[src/rtl/uart_rx_pkg.sv]
// Purpose: shared types and constants for the UART receive controller.
// Latency: n/a (declarations only).
// Backpressure: n/a.
package uart_rx_pkg;

    localparam int DATA_WIDTH = 8;

    // Oversampling ratios the bit timing supports
    localparam int unsigned PS_8  = 8;
    localparam int unsigned PS_16 = 16;
    localparam int unsigned PS_32 = 32;

    // Bit index of the start bit; the stop bit follows the data bits
    // (one position later again when a parity bit is present)
    localparam logic [3:0] START_BIT = 4'd0;
    localparam logic [3:0] STOP_BIT  = 4'(DATA_WIDTH + 1);

    typedef enum logic [2:0] {
        ST_IDLE   = 3'd0,
        ST_START  = 3'd1,
        ST_DATA   = 3'd2,
        ST_PARITY = 3'd3,
        ST_STOP   = 3'd4
    } state_e;

    function automatic logic ps_legal(input int unsigned ps);
        return (ps == PS_8) || (ps == PS_16) || (ps == PS_32);
    endfunction

endpackage

[src/rtl/uart_rx_edge_bit_cnt.sv]
// Purpose: oversampling edge counter and frame bit counter.
// Latency: counts update one cycle after enable; clear takes effect next edge.
// Backpressure: none, free-running while enabled.
module uart_rx_edge_bit_cnt
    import uart_rx_pkg::*;
#(
    parameter int PRESCALE_W = 6
) (
    input  logic                  clk,
    input  logic                  rst,
    input  logic                  enable,
    input  logic                  clear,
    input  logic [PRESCALE_W-1:0] prescale,
    output logic [PRESCALE_W-1:0] edge_cnt,
    output logic [3:0]            bit_cnt
);

    logic [PRESCALE_W-1:0] r_edge_cnt;
    logic [3:0]            r_bit_cnt;
    logic                  w_wrap;

    assign w_wrap   = (r_edge_cnt == prescale - PRESCALE_W'(1));
    assign edge_cnt = r_edge_cnt;
    assign bit_cnt  = r_bit_cnt;

    // Edge counter wraps at prescale-1 and advances the bit index on the wrap
    always_ff @(posedge clk) begin
        if (rst || clear) begin
            r_edge_cnt <= '0;
            r_bit_cnt  <= '0;
        end else if (enable) begin
            if (w_wrap) begin
                r_edge_cnt <= '0;
                r_bit_cnt  <= r_bit_cnt + 4'd1;
            end else begin
                r_edge_cnt <= r_edge_cnt + PRESCALE_W'(1);
            end
        end
    end

endmodule

[src/rtl/uart_rx_ctrl.sv]
// Purpose: UART receive frame FSM and datapath enable decode.
// Latency: data_valid one cycle after the stop bit ends (frame cycle N*prescale).
// Backpressure: none; the serial line cannot be stalled, frames may run back to back.
module uart_rx_ctrl
    import uart_rx_pkg::*;
#(
    parameter int DATA_WIDTH = uart_rx_pkg::DATA_WIDTH,
    parameter int PRESCALE_W = 6
) (
    input  logic                  clk,
    input  logic                  rst,
    input  logic                  RX_IN,
    input  logic                  PAR_EN,
    input  logic [PRESCALE_W-1:0] prescale,
    input  logic                  strt_glitch,
    input  logic                  par_err,
    input  logic                  stp_err,
    output logic [PRESCALE_W-1:0] edge_cnt,
    output logic [3:0]            bit_cnt,
    output logic                  dat_samp_en,
    output logic                  deser_en,
    output logic                  strt_chk_en,
    output logic                  par_chk_en,
    output logic                  stp_chk_en,
    output logic                  data_valid,
    output logic                  cfg_err
);

    state_e                r_state;
    state_e                w_next_state;
    logic [PRESCALE_W-1:0] r_prescale;
    logic                  r_par_en;
    logic                  r_par_flag;
    logic                  r_stp_flag;
    logic                  r_data_valid;
    logic                  r_cfg_err;

    logic [PRESCALE_W-1:0] w_edge_cnt;
    logic [3:0]            w_bit_cnt;
    logic [PRESCALE_W-1:0] w_ps_cnt;
    logic [PRESCALE_W-1:0] w_half;
    logic [PRESCALE_W-1:0] w_samp_lo;
    logic [PRESCALE_W-1:0] w_samp_hi;
    logic [PRESCALE_W-1:0] w_chk_pt;
    logic                  w_idle;
    logic                  w_ps_ok;
    logic                  w_start;
    logic                  w_bit_end;
    logic                  w_chk;
    logic                  w_cnt_en;
    logic                  w_cnt_clr;

    assign w_idle  = (r_state == ST_IDLE);
    assign w_ps_ok = ps_legal(32'(prescale));
    // The cycle in which the falling edge is seen counts as edge 0 of the
    // start bit, so back-to-back frames repeat with no gap cycle.
    assign w_start = w_idle && !RX_IN && w_ps_ok;

    // Before the latch is loaded (detection cycle) the live prescale drives the counter
    assign w_ps_cnt  = w_idle ? prescale : r_prescale;
    assign w_half    = r_prescale >> 1;
    assign w_samp_lo = w_half - PRESCALE_W'(1);
    assign w_samp_hi = w_half + PRESCALE_W'(1);
    assign w_chk_pt  = w_half + PRESCALE_W'(2);

    assign w_bit_end = !w_idle && (w_edge_cnt == r_prescale - PRESCALE_W'(1));
    assign w_chk     = !w_idle && (w_edge_cnt == w_chk_pt);

    // Counters run through the frame and are zeroed whenever the FSM lands in IDLE
    assign w_cnt_en  = !w_idle || w_start;
    assign w_cnt_clr = (w_next_state == ST_IDLE);

    uart_rx_edge_bit_cnt #(
        .PRESCALE_W (PRESCALE_W)
    ) u_cnt (
        .clk      (clk),
        .rst      (rst),
        .enable   (w_cnt_en),
        .clear    (w_cnt_clr),
        .prescale (w_ps_cnt),
        .edge_cnt (w_edge_cnt),
        .bit_cnt  (w_bit_cnt)
    );

    assign edge_cnt   = w_edge_cnt;
    assign bit_cnt    = w_bit_cnt;
    assign data_valid = r_data_valid;
    // Raised after a full idle cycle with a bad ratio, dropped as soon as a legal one appears
    assign cfg_err    = r_cfg_err && w_idle && !w_ps_ok;

    // State register
    always_ff @(posedge clk) begin
        if (rst) begin
            r_state <= ST_IDLE;
        end else begin
            r_state <= w_next_state;
        end
    end

    // Next-state decode: every bit ends on the edge-counter wrap
    always_comb begin
        w_next_state = r_state;
        case (r_state)
            ST_IDLE: begin
                if (w_start) begin
                    w_next_state = ST_START;
                end
            end
            ST_START: begin
                if (w_chk && strt_glitch) begin
                    w_next_state = ST_IDLE;
                end else if (w_bit_end && (w_bit_cnt == START_BIT)) begin
                    w_next_state = ST_DATA;
                end
            end
            ST_DATA: begin
                if (w_bit_end && (w_bit_cnt == 4'(DATA_WIDTH))) begin
                    w_next_state = r_par_en ? ST_PARITY : ST_STOP;
                end
            end
            ST_PARITY: begin
                if (w_bit_end) begin
                    w_next_state = ST_STOP;
                end
            end
            ST_STOP: begin
                if (w_bit_end) begin
                    w_next_state = ST_IDLE;
                end
            end
            default: w_next_state = ST_IDLE;
        endcase
    end

    // Output decode: majority-vote sample window and one-cycle check pulses
    always_comb begin
        dat_samp_en = 1'b0;
        deser_en    = 1'b0;
        strt_chk_en = 1'b0;
        par_chk_en  = 1'b0;
        stp_chk_en  = 1'b0;
        if (!w_idle) begin
            dat_samp_en = (w_edge_cnt >= w_samp_lo) && (w_edge_cnt <= w_samp_hi);
        end
        case (r_state)
            ST_START:  strt_chk_en = w_chk;
            ST_DATA:   deser_en    = w_chk;
            ST_PARITY: par_chk_en  = w_chk;
            ST_STOP:   stp_chk_en  = w_chk;
            default:   ;
        endcase
    end

    // Frame configuration latch, error flags and the registered valid pulse
    always_ff @(posedge clk) begin
        if (rst) begin
            r_prescale   <= '0;
            r_par_en     <= 1'b0;
            r_par_flag   <= 1'b0;
            r_stp_flag   <= 1'b0;
            r_data_valid <= 1'b0;
            r_cfg_err    <= 1'b0;
        end else begin
            if (w_start) begin
                r_prescale <= prescale;
                r_par_en   <= PAR_EN;
                r_par_flag <= 1'b0;
                r_stp_flag <= 1'b0;
            end else begin
                if (par_chk_en && par_err) begin
                    r_par_flag <= 1'b1;
                end
                if (stp_chk_en) begin
                    r_stp_flag <= stp_err;
                end
            end
            r_data_valid <= (r_state == ST_STOP) && w_bit_end && !r_par_flag && !r_stp_flag;
            r_cfg_err    <= w_idle && !w_ps_ok;
        end
    end

endmodule

[config.mk]
export PLATFORM = sky130hd
export DESIGN_NAME = uart_rx_ctrl
export DESIGN_NICKNAME = d
export VERILOG_FILES = /design/src/rtl/uart_rx_pkg.sv /design/src/rtl/uart_rx_edge_bit_cnt.sv /design/src/rtl/uart_rx_ctrl.sv
export SDC_FILE = /design/constraint.sdc
export NUM_CORES = 1
export LEC_CHECK = 0
export CORE_ASPECT_RATIO = 0.6
export CORE_MARGIN = 10
export CORE_UTILIZATION = 50
export CTS_BUF_LIST = sky130_fd_sc_hd__clkbuf_4 sky130_fd_sc_hd__clkbuf_8
export CTS_CLUSTER_DIAMETER = 30
export DETAILED_ROUTE_END_ITERATION = 10
export HOLD_SLACK_MARGIN = 0.15
export PLACE_DENSITY = 0.74
export SKIP_CTS_REPAIR_TIMING = 1
export SYNTH_ARGS = -nofsm -noshare
export SYNTH_HDL_FRONTEND = slang
export SYNTH_SLANG_ARGS = --single-unit
[constraint.sdc]
create_clock -name clk -period 5 [get_ports clk]
set_clock_uncertainty 0.2 [all_clocks]
set_input_delay 1.25 -clock clk [delete_from_list [all_inputs] [get_ports clk]]
set_output_delay 1.25 -clock clk [all_outputs]
set_load 0.05 [all_outputs]
==> results of run 1 <==
-- through the flow --
stage	area, um^2	utilization (%)
floorplan	2280	-
global placement	2590	60.9
detailed placement	2590	60.9
CTS	2660	62.6
global route	2670	62.6
finish	2670	62.6
-- placed cells by master (no fill, tap or decap), drive strengths merged, types with 3 or more instances in the layout --
cell,instances
xor2,14
dfxtp,24
nor3,14
nor2,22
mux2i,7
inv,18
a22oi,5
nor4,5
a211o,3
o21ai,13
o31a,3
or4b,3
nor2b,5
nand4,4
clkbuf,3
buf,7
nand3,10
clkdlybuf4s50,27
a21o,5
a211oi,4
xnor2,13
o211ai,4
o31ai,3
ha,22
a21oi,9
nand2,15
and3,3
or4,4
nand2b,3
o21a,3
-- worst max-delay path, stage by stage, from the launching register on --
cell and delay, ns:
dfxtp_1 0.52, inv_1 0.20, ha_1 0.35, xor2_1 0.15
nor3_1 0.28, nand3_1 0.29, nor3_1 0.33, clkdlybuf4s50_1 0.86
-- area by class of cell --
class                   instances  area [um^2]
multi-input cells             220         1640
clock buffers                   3         41.3
repair buffers                 35          335
fillers                       366         1590
clock inverters                 1         30.0
inverters                      18         67.6
well taps                      60         75.1
flip-flops and latches         24          480
-- sequential cells by signal, indices dropped and copies added (netlist names), 3 cells and up --
signal / flops
r_state: 3
u_cnt.edge_cnt: 6
u_cnt.bit_cnt: 4
r_prescale: 6
-- power groups by stage --
stage	sequential [W]	combinational (W)	clock, W
after CTS	0.000194	0.0000523	0.000177
after global placement	0.000198	0.0000517	0
after floorplan	0.000197	0.0000329	0
after global routing	0.000194	0.0000575	0.000186
final	0.000194	0.0000530	0.000174
after detailed placement	0.000198	0.0000520	0
-- path summary, 6_finish.rpt --
check | start | end | slack, ns
setup reg to reg | r_prescale[2] | u_cnt.edge_cnt[3] | 1.60
setup / recovery | r_prescale[2] | par_chk_en | 0.29
hold reg to reg | r_par_flag | data_valid | 0.31
hold / removal | r_par_flag | data_valid | 0.31
-- cell families (layout without fill, tap and decap cells) --
kind of cell / Yosys count / count (layout) / share of synthesized area (%)
adder cells (fa/ha/maj): 22 / 22 / 12.1
multiplexers: 9 / 9 / 4.06
AO/OA/AOI/OAI: 63 / 63 / 20.4
flip-flops: 24 / 24 / 21.1
buffers and inverters: 36 / 57 / 7.14
XOR/XNOR: 27 / 27 / 10.4
AND/OR/NAND/NOR: 99 / 99 / 24.8
-- layer usage --
| metal | wire length (um) | up-vias | GRT usage (%) |
|---|---|---|---|
| met1 | 3170 | 962 | 24.6 |
| met2 | 2440 | 85 | 22.3 |
| li1 | - | 1052 | - |
| met5 | 0 | - | 0 |
| met4 | 19 | 0 | 2.69 |
| met3 | 627 | 2 | 3.88 |
==> impl_results.md, run 1 <==
- # diodes: 0
- Min cycle time layout: 4.71 ns
- DP HPWL: 4900 um
- Skew-Pair Late Insertion Delay: 0.27 ns
- Sw Pwr: 0.0000980 W
- Iter 0 DRT Violations: 169
- Number of synthesized flops with an enable pin: 0
- Initial antenna violation count: 0
- # setup viols final: 0
- CP Class: register to output port
- Cell with the most instances after synthesis: dfxtp_1
- Synth top area cells: dfxtp_1 21%, ha_1 12%, xor2_1 5.4%
- GPL Wtd Cong: 0.962
- Setup crit start kind: register
- Worst-path maximum fanout: 9
- Worst min path class: register to register
- Fin crit share: 94.2%
- Hold slack final: 0.308 ns
- Final Hold Fails: 0
- Area leader, netlist: dfxtp_1
- R2r worst-path depth: 9
- Fmax: 212 MHz
- Post-Synthesis Cells: 280
- Residual DRC: 0
- Vias/cell: 5.82
- WHS Path Cells: 2
- Rel. slew slack: 55.7%
- Vias: 2101
- GRT Util Overall: 16.2%
- Worst EP arrival: 3.26 ns
- Synth top cells by count: 24 x dfxtp_1, 22 x ha_1, 22 x nor2_1
- First-pass GRT wire length: 10400 um
- DIE HEIGHT: 72.3 um
- Drt first pass iters: 5
- Yosys top cell area share: 21.1%
- WL/cell: 17.4 um
- Area delta synth->final: 17.0%
- Worst Path Required: 3.55 ns
- Comb pwr share: 12.6%
- Clk network pwr share: 41.4%
- Antenna Violating Nets Remaining: 0
- H-tree Lvls: 1
- Power Dens Cells: 158 nW/um^2
- Synthesized cell area: 2280 um^2
- Horiz. Die Dim: 107 um
- Clk root buf: clkbuf_8
- Cell internal pwr: 0.000323 W
- Initial Util: 53.5%
- CTS buffer count: 3
- Port bufs: 29
- Sink Count: 24
- Avg Cell Area, Syn: 8.14 um^2
- Max-cap viol count: 0
- Distinct cell type count after synthesis: 56
- Grt total ovfl: 0
- Seq/Total Area, Yosys: 21.1%
- CORE AREA: 4260 um^2
- Least-Margin Pin Slew: 0.659 ns
- Worst slack at placement: 0.358 ns
- Run status: finished clean
- Drt total wl: 6260 um
- Sw Share: 23.3%
- Main synth FF type: dfxtp_1
- Clock Pin Slew Worst Setup and Hold Paths: 0.09 ns
- Layout cell share with drive strength beyond 1: 8.97%
- VDD IR max: 0.0991 mV
- Final #Nets: 337
- Largest net degree at the start of global routing: 15
- Synthesized net count: 315
- Number of global-route vias before repair: 1959
- Final Worst Setup Slack: 0.292 ns
- Share of power burned in registers: 46.1%
- #FFs+latches synth: 24
- TNS Setup: 0 ns
- PnR Total Power: 0.000421 W
- Leakage power: 1.09 nW
- Final cell count without fillers: 361
- Std cell rows: 18
- Inst Count DP: 357
- Critical path capture point type: output port
- CTS Buffer Depth: 2
- DIE AREA: 7750 um^2
- FFs w/ async S/R, synth: 0%
- Total of warnings raised by yosys: 0
- RSZ-0062 raised after global routing: no
- Slew Viols, Final: 0
- Top Ports: 30
- CTS tree: built
(Power assumes the default switching activity.)
==> run 2: changes to the inputs <==
--- a/config.mk
+++ b/config.mk
@@ -14,6 +14,7 @@
 export HOLD_SLACK_MARGIN = 0.15
 export PLACE_DENSITY = 0.74
 export SKIP_CTS_REPAIR_TIMING = 1
+export SKIP_LAST_GASP = 1
 export SYNTH_ARGS = -nofsm -noshare
 export SYNTH_HDL_FRONTEND = slang
 export SYNTH_SLANG_ARGS = --single-unit
==> constraint.sdc (replaced) <==
create_clock -name clk -period 5 [get_ports clk]
set_clock_uncertainty 0.2 [all_clocks]
set_input_delay 1 -clock clk [delete_from_list [all_inputs] [get_ports clk]]
set_output_delay 1 -clock clk [all_outputs]
set_load 0.05 [all_outputs]
==> impl_results.md, run 2 (synthesis results as in run 1) <==
- Hold path startpoint: r_par_flag
- Residual DRC: 0 (unchanged)
- Critical path capture point type: output port
- Fmax: 212 MHz (-0.19%)
- Skew-Pair Late Insertion Delay: 0.28 ns (about the same)
- Run status: finished clean
- WHS Path Cells: 2 (unchanged)
- CTS tree: built
- # setup viols final: 0 (unchanged)
- WL/cell: 17.6 um (+1.3%)
- Post-placement cell area: 2570 um^2 (-0.77%)
- Worst path max stage delay: 0.83 ns (-0.03 ns)
- R2r setup slk: 1.67 ns (+0.07 ns)
- GPL Wtd Cong: 0.922 (-4.2%)
- CTS Buffer Depth: 2 (unchanged)
- Fin crit share: 94.3% (+0.18 points)
- Initial antenna violation count: 0 (unchanged)
- CTS buffer count: 3 (unchanged)
- Slew Viols, Final: 0 (unchanged)
- Std cell rows: 18 (unchanged)
- Commonest non-fill, non-tap cell in the layout: clkdlybuf4s50_1
- Power Dens Cells: 148 nW/um^2 (-6.3%)
- Grt total ovfl: 0 (unchanged)
- Min cycle time layout: 4.72 ns (+0.00904 ns)
- Worst min path class: register to register
- Worst Path Required: 3.80 ns (+0.25 ns)
- CP max-delay cell: clkdlybuf4s50_1
- Top Ports: 30 (unchanged)
- Drt total wl: 6290 um (+0.48%)
- Final cell count without fillers: 358 (-0.83%)
- GRT Util Overall: 16.7% (+0.41 points)
- Worst r2r dst: u_cnt.edge_cnt[2]
- Clock Pin Slew Worst Setup and Hold Paths: 0.09 ns (about the same)
- Largest net degree at the start of global routing: 15 (unchanged)
- Rel. slew slack: 57.8% (+2.1 points)
- Horiz. Die Dim: 107 um (unchanged)
- Max-cap viol count: 0 (unchanged)
- Clk root buf: clkbuf_8
- Final #Nets: 334 (-0.89%)
- Antenna Violating Nets Remaining: 0 (unchanged)
- Vias: 2135 (+1.6%)
- CORE AREA: 4260 um^2 (unchanged)
- Worst EP arrival: 3.52 ns (+0.26 ns)
- DIE AREA: 7750 um^2 (unchanged)
- Layout cell share with drive strength beyond 1: 7.72% (-1.3 points)
- Hold slack final: 0.307 ns (-0.000563 ns)
- Sink Count: 24 (unchanged)
- Final Cell Area: 2630 um^2 (-1.5%)
- H-tree Lvls: 1 (unchanged)
- CP Class: register to output port
- VDD IR max: 0.0989 mV (-0.26%)
- Leakage power: 1.04 nW (-3.9%)
- First-pass GRT wire length: 10500 um (+1.1%)
- CP top delay family: buffers and inverters
- RSZ-0062 raised after global routing: no
- CP Buf/Inv Count: 3 (+1)
- TNS Setup: 0 ns (unchanged)
- DIE HEIGHT: 72.3 um (unchanged)
- Worst-path maximum fanout: 9 (unchanged)
- DP HPWL: 4720 um (-3.5%)
- Initial Util: 53.5% (unchanged)
- Layout Utilization: 61.7% (-0.91 points)
- Leading cell types in the layout, fill and taps excluded: 29 x clkdlybuf4s50_1, 24 x dfxtp_1, 22 x nor2_1, 22 x ha_1, 18 x inv_1
- Final Hold Fails: 0 (unchanged)
- Area delta synth->final: 15.3%
- Port bufs: 29 (unchanged)
- CP cell instances: inv_1 -> ha_1 -> inv_1 -> ha_1 -> nor2b_1 -> o21a_1 -> o21a_1 -> o21a_1 -> o21ai_0 -> a32oi_1 -> nor3_1 -> clkdlybuf4s50_1
- Top cell by count, worst path: o21a_1
- Least-Margin Pin Slew: 0.629 ns (-0.0303 ns)
- Iter 0 DRT Violations: 178 (+5.3%)
- Number of global-route vias before repair: 1994 (+1.8%)
- Drt first pass iters: 6 (+1)
- Worst reg2reg path startpoint: r_prescale[2]
- Setup crit start kind: register
- # diodes: 0 (unchanged)
- R2r worst-path depth: 9 (unchanged)
- WHS Endpoint: data_valid
- Vias/cell: 5.96 (+2.5%)
- Inst Count DP: 354 (-0.84%)
## run 2: cell types whose count changed in the layout (fill, tap and decap cells not counted)
cell,change
buf_4,-4
clkdlybuf4s50_1,+2
bufinv_16,-1
clkbuf_8,+1
dlymetal6s2s_1,-1
## run 2: routing by layer
metal | track usage [%] | vias to the layer above | wire length [um]
met5 | 0 | - | 0
met4 | 3.59 | 0 | 48
met3 | 4.76 | 6 | 615
met2 | 22.1 | 97 | 2360
met1 | 25.2 | 983 | 3270
li1 | - | 1049 | -
## run 2: how the worst max path moves through the flow
stage | end | cells after the start | start | slack (ns)
2_1_floorplan | dat_samp_en | 12 | r_prescale[2] | 0.63
3_3_place_gp | dat_samp_en | 12 | r_prescale[2] | 0.72
3_5_place_dp | dat_samp_en | 12 | r_prescale[2] | 0.65
4_1_cts | dat_samp_en | 12 | r_prescale[2] | 0.31
5_1_grt | dat_samp_en | 12 | r_prescale[2] | 0.05
6_report | dat_samp_en | 12 | r_prescale[2] | 0.28
## run 2: final cells by class
type                    count  area [um^2]
repair buffers             32          313
well taps                  60         75.1
multi-input cells         220         1640
inverters                  18         67.6
fillers                   390         1630
flip-flops and latches     24          480
clock buffers               4         55.1
## run 2: stage by stage
| step | power [W] | setup slack, ns |
|---|---|---|
| CTS | 0.000389 | 0.314 |
| global placement | 0.000250 | 0.722 |
| floorplan | 0.000230 | 0.626 |
| global route | 0.000404 | 0.0482 |
| detailed placement | 0.000250 | 0.646 |
| finish | 0.000389 | 0.283 |
## run 2: worst register-to-register path: cells and delay by family (launching register included)
kind / cells / cell delay [ns]
compound gates: 3 / 0.99
xor+xnor: 1 / 0.16
fa+ha+maj: 1 / 0.29
buf+inv: 1 / 0.22
flops: 1 / 0.42
mux: 1 / 0.39
simple gates: 2 / 0.58
## run 2: report_power, final
part           switching (W)  internal, W
logic              0.0000285    0.0000238
clock network      0.0000715    0.0000707
registers         0.00000214     0.000192
